$ cat src/rtl/decoder_pkg.sv
// Shared definitions for the pipelined instruction decoder.
//   - Width constants for the instruction, immediates and register fields
//   - Bit positions of the fixed instruction fields
//   - Instruction class enum, taken from {bc,ct} = instr[31:29]
//   - Decoded-bundle struct carried through the main/skid entries
//   - Sign-extension helpers for the short and jump immediates
package decoder_pkg;

  localparam int INST_W = 32;
  localparam int XLEN   = 32;
  localparam int OPC_W  = 5;
  localparam int REG_W  = 5;
  localparam int IMM_W  = 14;
  localparam int JIMM_W = 19;
  localparam int SYS_W  = 24;

  localparam int BC_HI  = 31;
  localparam int BC_LO  = 30;
  localparam int CT_BIT = 29;
  localparam int OPC_HI = 28;
  localparam int OPC_LO = 24;
  localparam int RD_HI  = 23;
  localparam int RD_LO  = 19;
  localparam int RS1_HI = 18;
  localparam int RS1_LO = 14;
  localparam int RS2_HI = 13;
  localparam int RS2_LO = 9;

  typedef enum logic [2:0] {
    CLS_R   = 3'd0,
    CLS_I   = 3'd1,
    CLS_LD  = 3'd2,
    CLS_ST  = 3'd3,
    CLS_BR  = 3'd4,
    CLS_J   = 3'd5,
    CLS_SYS = 3'd6,
    CLS_ILL = 3'd7
  } cls_e;

  typedef struct packed {
    logic [1:0]       bc;
    logic             ct;
    cls_e             cls;
    logic [OPC_W-1:0] opcode;
    logic [REG_W-1:0] rd;
    logic [REG_W-1:0] rs1;
    logic [REG_W-1:0] rs2;
    logic [XLEN-1:0]  imm;
    logic [SYS_W-1:0] sys;
    logic             illegal;
  } dec_bundle_t;

  function automatic logic [XLEN-1:0] sext_imm(input logic [IMM_W-1:0] v);
    return {{(XLEN-IMM_W){v[IMM_W-1]}}, v};
  endfunction

  function automatic logic [XLEN-1:0] sext_jimm(input logic [JIMM_W-1:0] v);
    return {{(XLEN-JIMM_W){v[JIMM_W-1]}}, v};
  endfunction

endpackage

$ cat src/rtl/decoder_field_ext.sv
// Combinational field extractor: splits a raw instruction into a decoded
// bundle according to its class. Fields a class does not use are zero.
//   instr_i   in  INST_W  raw instruction
//   bundle_o  out         decoded bundle (dec_bundle_t)
module decoder_field_ext
  import decoder_pkg::*;
(
  input  logic [INST_W-1:0] instr_i,
  output dec_bundle_t       bundle_o
);

  always_comb begin
    bundle_o        = '0;
    bundle_o.bc     = instr_i[BC_HI:BC_LO];
    bundle_o.ct     = instr_i[CT_BIT];
    bundle_o.cls    = cls_e'(instr_i[BC_HI:CT_BIT]);
    bundle_o.opcode = instr_i[OPC_HI:OPC_LO];
    unique case (cls_e'(instr_i[BC_HI:CT_BIT]))
      CLS_R: begin
        bundle_o.rd  = instr_i[RD_HI:RD_LO];
        bundle_o.rs1 = instr_i[RS1_HI:RS1_LO];
        bundle_o.rs2 = instr_i[RS2_HI:RS2_LO];
      end
      CLS_I, CLS_LD: begin
        bundle_o.rd  = instr_i[RD_HI:RD_LO];
        bundle_o.rs1 = instr_i[RS1_HI:RS1_LO];
        bundle_o.imm = sext_imm(instr_i[IMM_W-1:0]);
      end
      // Stores and branches have no destination; the rd slot names rs2.
      CLS_ST, CLS_BR: begin
        bundle_o.rs2 = instr_i[RD_HI:RD_LO];
        bundle_o.rs1 = instr_i[RS1_HI:RS1_LO];
        bundle_o.imm = sext_imm(instr_i[IMM_W-1:0]);
      end
      CLS_J: begin
        bundle_o.rd  = instr_i[RD_HI:RD_LO];
        bundle_o.imm = sext_jimm(instr_i[JIMM_W-1:0]);
      end
      CLS_SYS: begin
        bundle_o.sys = instr_i[SYS_W-1:0];
      end
      default: begin
        bundle_o.illegal = 1'b1;
      end
    endcase
  end

endmodule

$ cat src/rtl/decoder_pipe.sv
// Registered, flow-controlled instruction decoder between fetch and
// register-read. A main entry drives the outputs; a skid entry absorbs one
// bundle so that in_ready comes straight from a flop (in_ready = !skid valid).
// Optional feature macro: DECODER_PIPE_PERF_CNT_EN adds perf_dec_cnt and
// perf_ill_cnt (output-fire and illegal-output-fire counters, not flushed).
//   clk, rst_n           clock, synchronous active-low reset
//   flush                drop main and skid entries (highest priority)
//   in_valid/in_ready    input handshake, instruction = raw instruction
//   out_valid/out_ready  output handshake
//   bc_o..illegal_o      decoded fields of the main entry
module decoder_pipe
  import decoder_pkg::*;
(
  input  logic              clk,
  input  logic              rst_n,
  input  logic              flush,
  input  logic              in_valid,
  output logic              in_ready,
  input  logic [INST_W-1:0] instruction,
  output logic              out_valid,
  input  logic              out_ready,
  output logic [1:0]        bc_o,
  output logic              ct_o,
  output logic [2:0]        type_o,
  output logic [OPC_W-1:0]  opcode_o,
  output logic [REG_W-1:0]  rd_addr,
  output logic [REG_W-1:0]  rs1_addr,
  output logic [REG_W-1:0]  rs2_addr,
  output logic [XLEN-1:0]   imm_o,
  output logic [SYS_W-1:0]  sys_o,
  output logic              illegal_o
`ifdef DECODER_PIPE_PERF_CNT_EN
  ,
  output logic [31:0]       perf_dec_cnt,
  output logic [31:0]       perf_ill_cnt
`endif
);

  dec_bundle_t dec_bundle;
  dec_bundle_t main_q, main_d;
  dec_bundle_t skid_q, skid_d;
  logic        main_vld_q, main_vld_d;
  logic        skid_vld_q, skid_vld_d;
  logic        in_fire;
  logic        out_fire;

  decoder_field_ext u_field_ext (
    .instr_i  (instruction),
    .bundle_o (dec_bundle)
  );

  assign in_ready = ~skid_vld_q;
  assign in_fire  = in_valid & in_ready;
  assign out_fire = main_vld_q & out_ready;

  always_comb begin
    main_d     = main_q;
    skid_d     = skid_q;
    main_vld_d = main_vld_q;
    skid_vld_d = skid_vld_q;
    if (out_fire || !main_vld_q) begin
      // Main frees up this cycle: refill from skid first to keep FIFO order.
      // With skid full in_ready is low, so no input can collide here.
      if (skid_vld_q) begin
        main_d     = skid_q;
        main_vld_d = 1'b1;
        skid_vld_d = 1'b0;
      end else begin
        main_vld_d = in_fire;
        if (in_fire) begin
          main_d = dec_bundle;
        end
      end
    end else if (in_fire) begin
      skid_d     = dec_bundle;
      skid_vld_d = 1'b1;
    end
    if (flush) begin
      main_vld_d = 1'b0;
      skid_vld_d = 1'b0;
    end
  end

  always_ff @(posedge clk) begin
    if (!rst_n) begin
      main_q     <= '0;
      skid_q     <= '0;
      main_vld_q <= 1'b0;
      skid_vld_q <= 1'b0;
    end else begin
      main_q     <= main_d;
      skid_q     <= skid_d;
      main_vld_q <= main_vld_d;
      skid_vld_q <= skid_vld_d;
    end
  end

  assign out_valid = main_vld_q;
  assign bc_o      = main_q.bc;
  assign ct_o      = main_q.ct;
  assign type_o    = main_q.cls;
  assign opcode_o  = main_q.opcode;
  assign rd_addr   = main_q.rd;
  assign rs1_addr  = main_q.rs1;
  assign rs2_addr  = main_q.rs2;
  assign imm_o     = main_q.imm;
  assign sys_o     = main_q.sys;
  assign illegal_o = main_q.illegal;

`ifdef DECODER_PIPE_PERF_CNT_EN
  logic [31:0] perf_dec_q;
  logic [31:0] perf_ill_q;

  // Counters survive flush; only reset clears them. Both wrap naturally.
  always_ff @(posedge clk) begin
    if (!rst_n) begin
      perf_dec_q <= '0;
      perf_ill_q <= '0;
    end else if (out_fire) begin
      perf_dec_q <= perf_dec_q + 32'd1;
      if (main_q.illegal) begin
        perf_ill_q <= perf_ill_q + 32'd1;
      end
    end
  end

  assign perf_dec_cnt = perf_dec_q;
  assign perf_ill_cnt = perf_ill_q;
`else
  // Counters are not built in this configuration.
`endif

endmodule

$ cat config.mk
export PLATFORM = sky130hd
export DESIGN_NAME = decoder_pipe
export DESIGN_NICKNAME = d
export VERILOG_FILES = /design/src/rtl/decoder_pkg.sv /design/src/rtl/decoder_field_ext.sv /design/src/rtl/decoder_pipe.sv
export SDC_FILE = /design/constraint.sdc
export NUM_CORES = 1
export LEC_CHECK = 0
export BUFFER_PORTS_ARGS = -buffer_cell sky130_fd_sc_hd__buf_4
export CAP_MARGIN = 20
export CORE_MARGIN = 3
export CORE_UTILIZATION = 30
export DETAILED_ROUTE_END_ITERATION = 10
export GPL_TIMING_DRIVEN = 0
export HOLD_SLACK_MARGIN = 0.15
export REMOVE_ABC_BUFFERS = 1
export SYNTH_ARGS = -nofsm -noshare
export SYNTH_HDL_FRONTEND = slang
export SYNTH_SLANG_ARGS = --single-unit
$ cat constraint.sdc
create_clock -name clk -period 1.38 [get_ports clk]
set_input_delay 0.069 -clock clk [delete_from_list [all_inputs] [get_ports clk]]
set_output_delay 0.069 -clock clk [all_outputs]
set_load 0.02 [all_outputs]
Word level (Yosys, flattened, before mapping)
Index checks and enable logic that the tools add are counted.

Bits in registers: 168. Logic and storage cells: 55. Bits of input ports: 37. Output and inout port bits: 85.

Bitwise operators: 5. Multiplexer cells: 9. Equality and inequality tests: 6. Reductions and logical operators: 13.

Operator list (number): 83-bit 2-to-1 mux (2); 32-bit case mux with 2 select lines (1); 24-bit 2-to-1 mux (1); 5-bit 2-to-1 mux (2); 5-bit case mux with 2 select lines (1); 3-bit equality test, second input constant (3); 4-bit OR reduction (2); 7-bit OR reduction (1); 3-bit by 2-bit equality test with 1-bit output, second input constant (2); 5-bit OR reduction (1); 2-bit AND reduction (2); 2-bit OR reduction (2); 3-bit by 1-bit equality test with 1-bit output, second input constant (1); 3-bit zero test (1); 1-bit NOT (3); 3-bit OR reduction (1); 1-bit bitwise AND (2); 1-bit 2-to-1 mux (2); 2-bit nonzero test (1); 1-bit zero test (1); 1-bit logical OR (1).

Depth between registers and ports, before layout
Depth in word-level cells: 5. Mapped depth: 6.

By module
Synthesis repeated with hierarchy kept, for this count alone.

Cells, all modules: 868. Area total of the unflattened synthesis: 8066.5 µm².

By module, submodules not included: decoder_pipe (cells an instance 750, instances 1, area an instance 7131.8 µm²); decoder_field_ext (cells an instance 118, instances 1, area an instance 934.6 µm²).

Worst setup path before layout
Ideal clock, no wire load.

Path type: register -> register. Start: register main_vld_q, in the netlist out_valid. End: register skid_q[39] (netlist bit). Slack: -0.043 ns. Arrival time: 1.353 ns. Clock period less this slack: 1.423 ns. Cell stages (with the launch flop): 7. Buffers on the path: 2. Path through: dfxtp_1 > nand2b_2 > nor3b_2 > buf_2 > buf_2 > o21ai_0 > a21oi_1.

Word-level cells in the longest chain between the ends: 4. Elaborated cells between the ends (all ways): 5. Classes of those cells: 2 x bitwise; 3 x reduce/logical.

Ends and longest elaborated chain: start, declared (line decoder_pipe.sv:42) `logic main_vld_q, main_vld_d;`; start signal, assigned (line decoder_pipe.sv:93) `main_vld_q <= main_vld_d;`; 1-bit bitwise AND or 1-bit zero test (tied branches) (line decoder_pipe.sv:54, decoder_pipe.sv:61); 1-bit logical OR (*) (line decoder_pipe.sv:61) `if (out_fire || !main_vld_q) begin`; 1-bit NOT (no source line) (*); 2-bit AND reduction (no source line) (*); end signal, assigned (line decoder_pipe.sv:92) `skid_q <= skid_d;`; end, declared (line decoder_pipe.sv:41) `dec_bundle_t skid_q, skid_d;`.

Mark *: on every way between the ends. The rest lies on a longest branch, timed or not. A chain may end at the register's enable or synchronous reset.

Worst setup path after layout
Start: register skid_vld_q. End: output in_ready.

Word-level cells in the longest chain between the ends: 1.

Ends and longest elaborated chain: start, declared (line decoder_pipe.sv:43) `logic skid_vld_q, skid_vld_d;`; start signal, assigned (line decoder_pipe.sv:94) `skid_vld_q <= skid_vld_d;`; 1-bit NOT (line decoder_pipe.sv:52) `assign in_ready = ~skid_vld_q;`; end, declared (line decoder_pipe.sv:18) `output logic in_ready,`.

No other way between the ends.

==> impl_metrics.ini <==
[worst_setup_path]
cp.required_ps = 1310
crit_buf_inv = 4
startpoint = skid_vld_q
path_class = register to primary output
crit_path_start_kind = register
path_delay_family = buffers and inverters
crit_slowest_cell = dfxtp_4
cp_max_fo = 6
cpPeakStageDelay_ps = 370
rr_startpoint = skid_vld_q
end_kind = primary output
crit_chain = buf_12, buf_16, clkinvlp_4, buf_6
worstPathArrival_ps = 1420

[clocking]
clkSlewWorstSetupHoldPaths_ps = 50
cts_root_buffer = clkbuf_16
cts_sinks = 136
htreeDepth = 4
cts_buffers = 17
clk_path_buf_depth = 2
hold_buffers = 34
clkLatencyLatePin_ps = 420
cts_tree = yes

[pwr]
ir_drop_mv = 0.808
finalPower_mw = 9.82
p_clk_share_pct = 42.5
pwr_density_cell_nw_per_um2 = 1150
power.leakage_nw = 3.36
p_int_mw = 7.21
combPwrFrac_pct = 15.1
switchingPower_mw = 2.61
seqPwrFrac_pct = 42.4
swShare_pct = 26.6

[timing]
slew_viol_final = 0
tns_ps = -5630
setup_viol = 101
rsz0062_at_grt = yes
maxSlewHeadroom_pct = 37.4
tightest_slew_ps = 938
fin_ws_ps = -111
max_freq_mhz = 671
layout_min_cycle_time_ps = 1490
fin_crit_sh_pct = 108
hold_viol = 0
clock_skew_ps = 4.15
timing.hold.ws_ps = 157

[place]
io_buffers = 121
place_inst = 923
dp_hpwl_um = 10000
place_congestion = 0.684

[global_route]
grt_pass1_wl_um = 30300
grt_pass1_vias = 5244
grt_max_degree = 86
antenna_found_initial = 0
grt_use_total_pct = 18.9
grt.overflow.total = 0

[routing]
vias = 5527
wire_per_inst_um = 19.4
route.detailed.drc = 0
first_iter_violations = 314
wl_met1_um = 9050
dr_wl_met2_um = 9520
dr_wl_met3_um = 1320
ant_nets = 0
first_pass_iters = 5
drt_wl_total_um = 20000
vias_per_cell = 5.36
top_layer_used = met4

[die]
die_area_um2 = 20800
die_h_um = 144
core_area_um2 = 18300
pin_count = 122
fp.dieW_um = 144
rows = 49
start_util_pct = 31.3

[finish]
drive_above_1_share_pct = 33.3
fill_cells = 1740
finalNonFillerCells = 1032
utilization_pct = 46.7
multi_input_area_um2 = 2960
syn_to_final_growth_pct = 49.5
antenna-diode-count = 0
final_nets = 827
regArea_um2 = 2730

[synth]
ys_warn_count = 0
yosysUniqueCellTypes = 38
synth_seq_cells = 136
yosysSeqAreaShare_pct = 47.5
synth.avg_cell_area_um2 = 8.94
synthCells = 641
synth_area_um2 = 5730

[outcome]
violations = negative setup slack
outcome = complete, but fails checks

[worst_hold_path]
hold_start = out_ready
hold_path.class = input port to register

[job]
cap_violations = 0
==> area by class of cell <==
class                   instances  area share [%]
repair buffers                205            23.7
inverters                       2           0.131
clock inverters                 7           0.497
clock buffers                  25            5.79
well taps                     229            3.35
multi-input cells             428            34.6
flip-flops and latches        136            31.9
==> path summary, 6_finish.rpt <==
kind,depth (start not counted),slack (ps),to
worst max-delay path,4,-110,in_ready
worst min-delay path,4,160,skid_vld_q
worst max register to register,7,-110,skid_q[66]
worst min register to register,2,450,skid_q[74]
==> timing repair <==
item                                    CTS  global route
resized for setup                        80            29
buffers inserted                         31             3
endpoints found under the setup margin  135           145
endpoints found under the hold margin   128             1
pin swaps                                47            41
cloned                                    8             2
==> layout by cell type, fill, tap and decap left out, drive strengths merged, types with 8 or more instances in the layout <==
cell | netlist | layout
buf | 43 | 168
dfxtp | 136 | 136
o21ai | 71 | 72
nor2 | 60 | 60
a221oi | 58 | 58
nand2 | 56 | 56
nand3 | 34 | 34
dlygate4sd3 | 0 | 34
a21boi | 33 | 33
clkbuf | 35 | 27
nor2b | 24 | 24
a22oi | 24 | 24
a21oi | 14 | 14
o211ai | 11 | 11
nor3 | 9 | 9
o211a | 8 | 8
mux2i | 8 | 8
==> worst reg2reg max path: cells and delay by family, from the launching register on <==
family	cells	cell delay [ps]
compound gates	1	140
buf+inv	4	610
flops	1	360
simple gates	2	310
==> cell families after synthesis <==
kind of cell	synth area share, %
AOI/OAI and AO/OA	27.8
and+or+nand+nor	16.2
muxes	1.46
buffers and inverters	7.03
DFF	47.5
==> routing by layer <==
metal  global-route usage, %  vias up
met1                    24.8     2696
met2                    30.9      169
met4                    5.01        0
met5                       0        -
li1                        -     2650
met3                    5.29       12
==> sequential cells by signal, indices dropped and copies added, names as in the netlist <==
name and flops:
bc_o 2, illegal_o 1, imm_o 19, opcode_o 5, out_valid 1, rd_addr 5
rs1_addr 5, rs2_addr 5, skid_q 67, skid_vld_q 1, sys_o 24, type_o 1
==> synthesized netlist by cell type (all sizes together) <==
master	n	share of area (%)
a211oi	1	0.22
a21boi	33	4.3
a21oi	14	1.3
a221oi	58	9.4
a22oi	24	3.1
and2	2	0.26
buf	43	4.6
clkbuf	35	2.3
dfxtp	136	48
inv	2	0.13
mux2i	8	1.5
nand2	56	3.7
nand2b	5	0.59
nand3	34	3.0
nand4	2	0.22
nand4bb	1	0.20
nor2	60	3.9
nor2b	24	2.6
nor3	9	1.2
nor3b	2	0.55
o211a	8	1.4
o211ai	11	1.4
o21a	1	0.13
o21ai	71	6.3
o22ai	1	0.22
==> stage by stage <==
stage / area (um^2) / worst slack, ps
2_1_floorplan: 5340 / -2700
3_3_place_gp: 6530 / -5600
3_5_place_dp: 6770 / -960
4_1_cts: 8410 / -164
5_1_grt: 8560 / -181
6_report: 8560 / -111
==> power groups by stage <==
stage | Sequential (mW) | Combinational [mW] | Clock (mW)
after CTS | 4.16 | 1.44 | 4.29
after global placement | 4.25 | 1.19 | 0
after detailed placement | 4.25 | 1.22 | 0
after global routing | 4.18 | 1.61 | 4.44
after floorplan | 4.44 | 0.398 | 0
final | 4.17 | 1.48 | 4.17
Note: power is estimated with default switching activity, not from simulation.
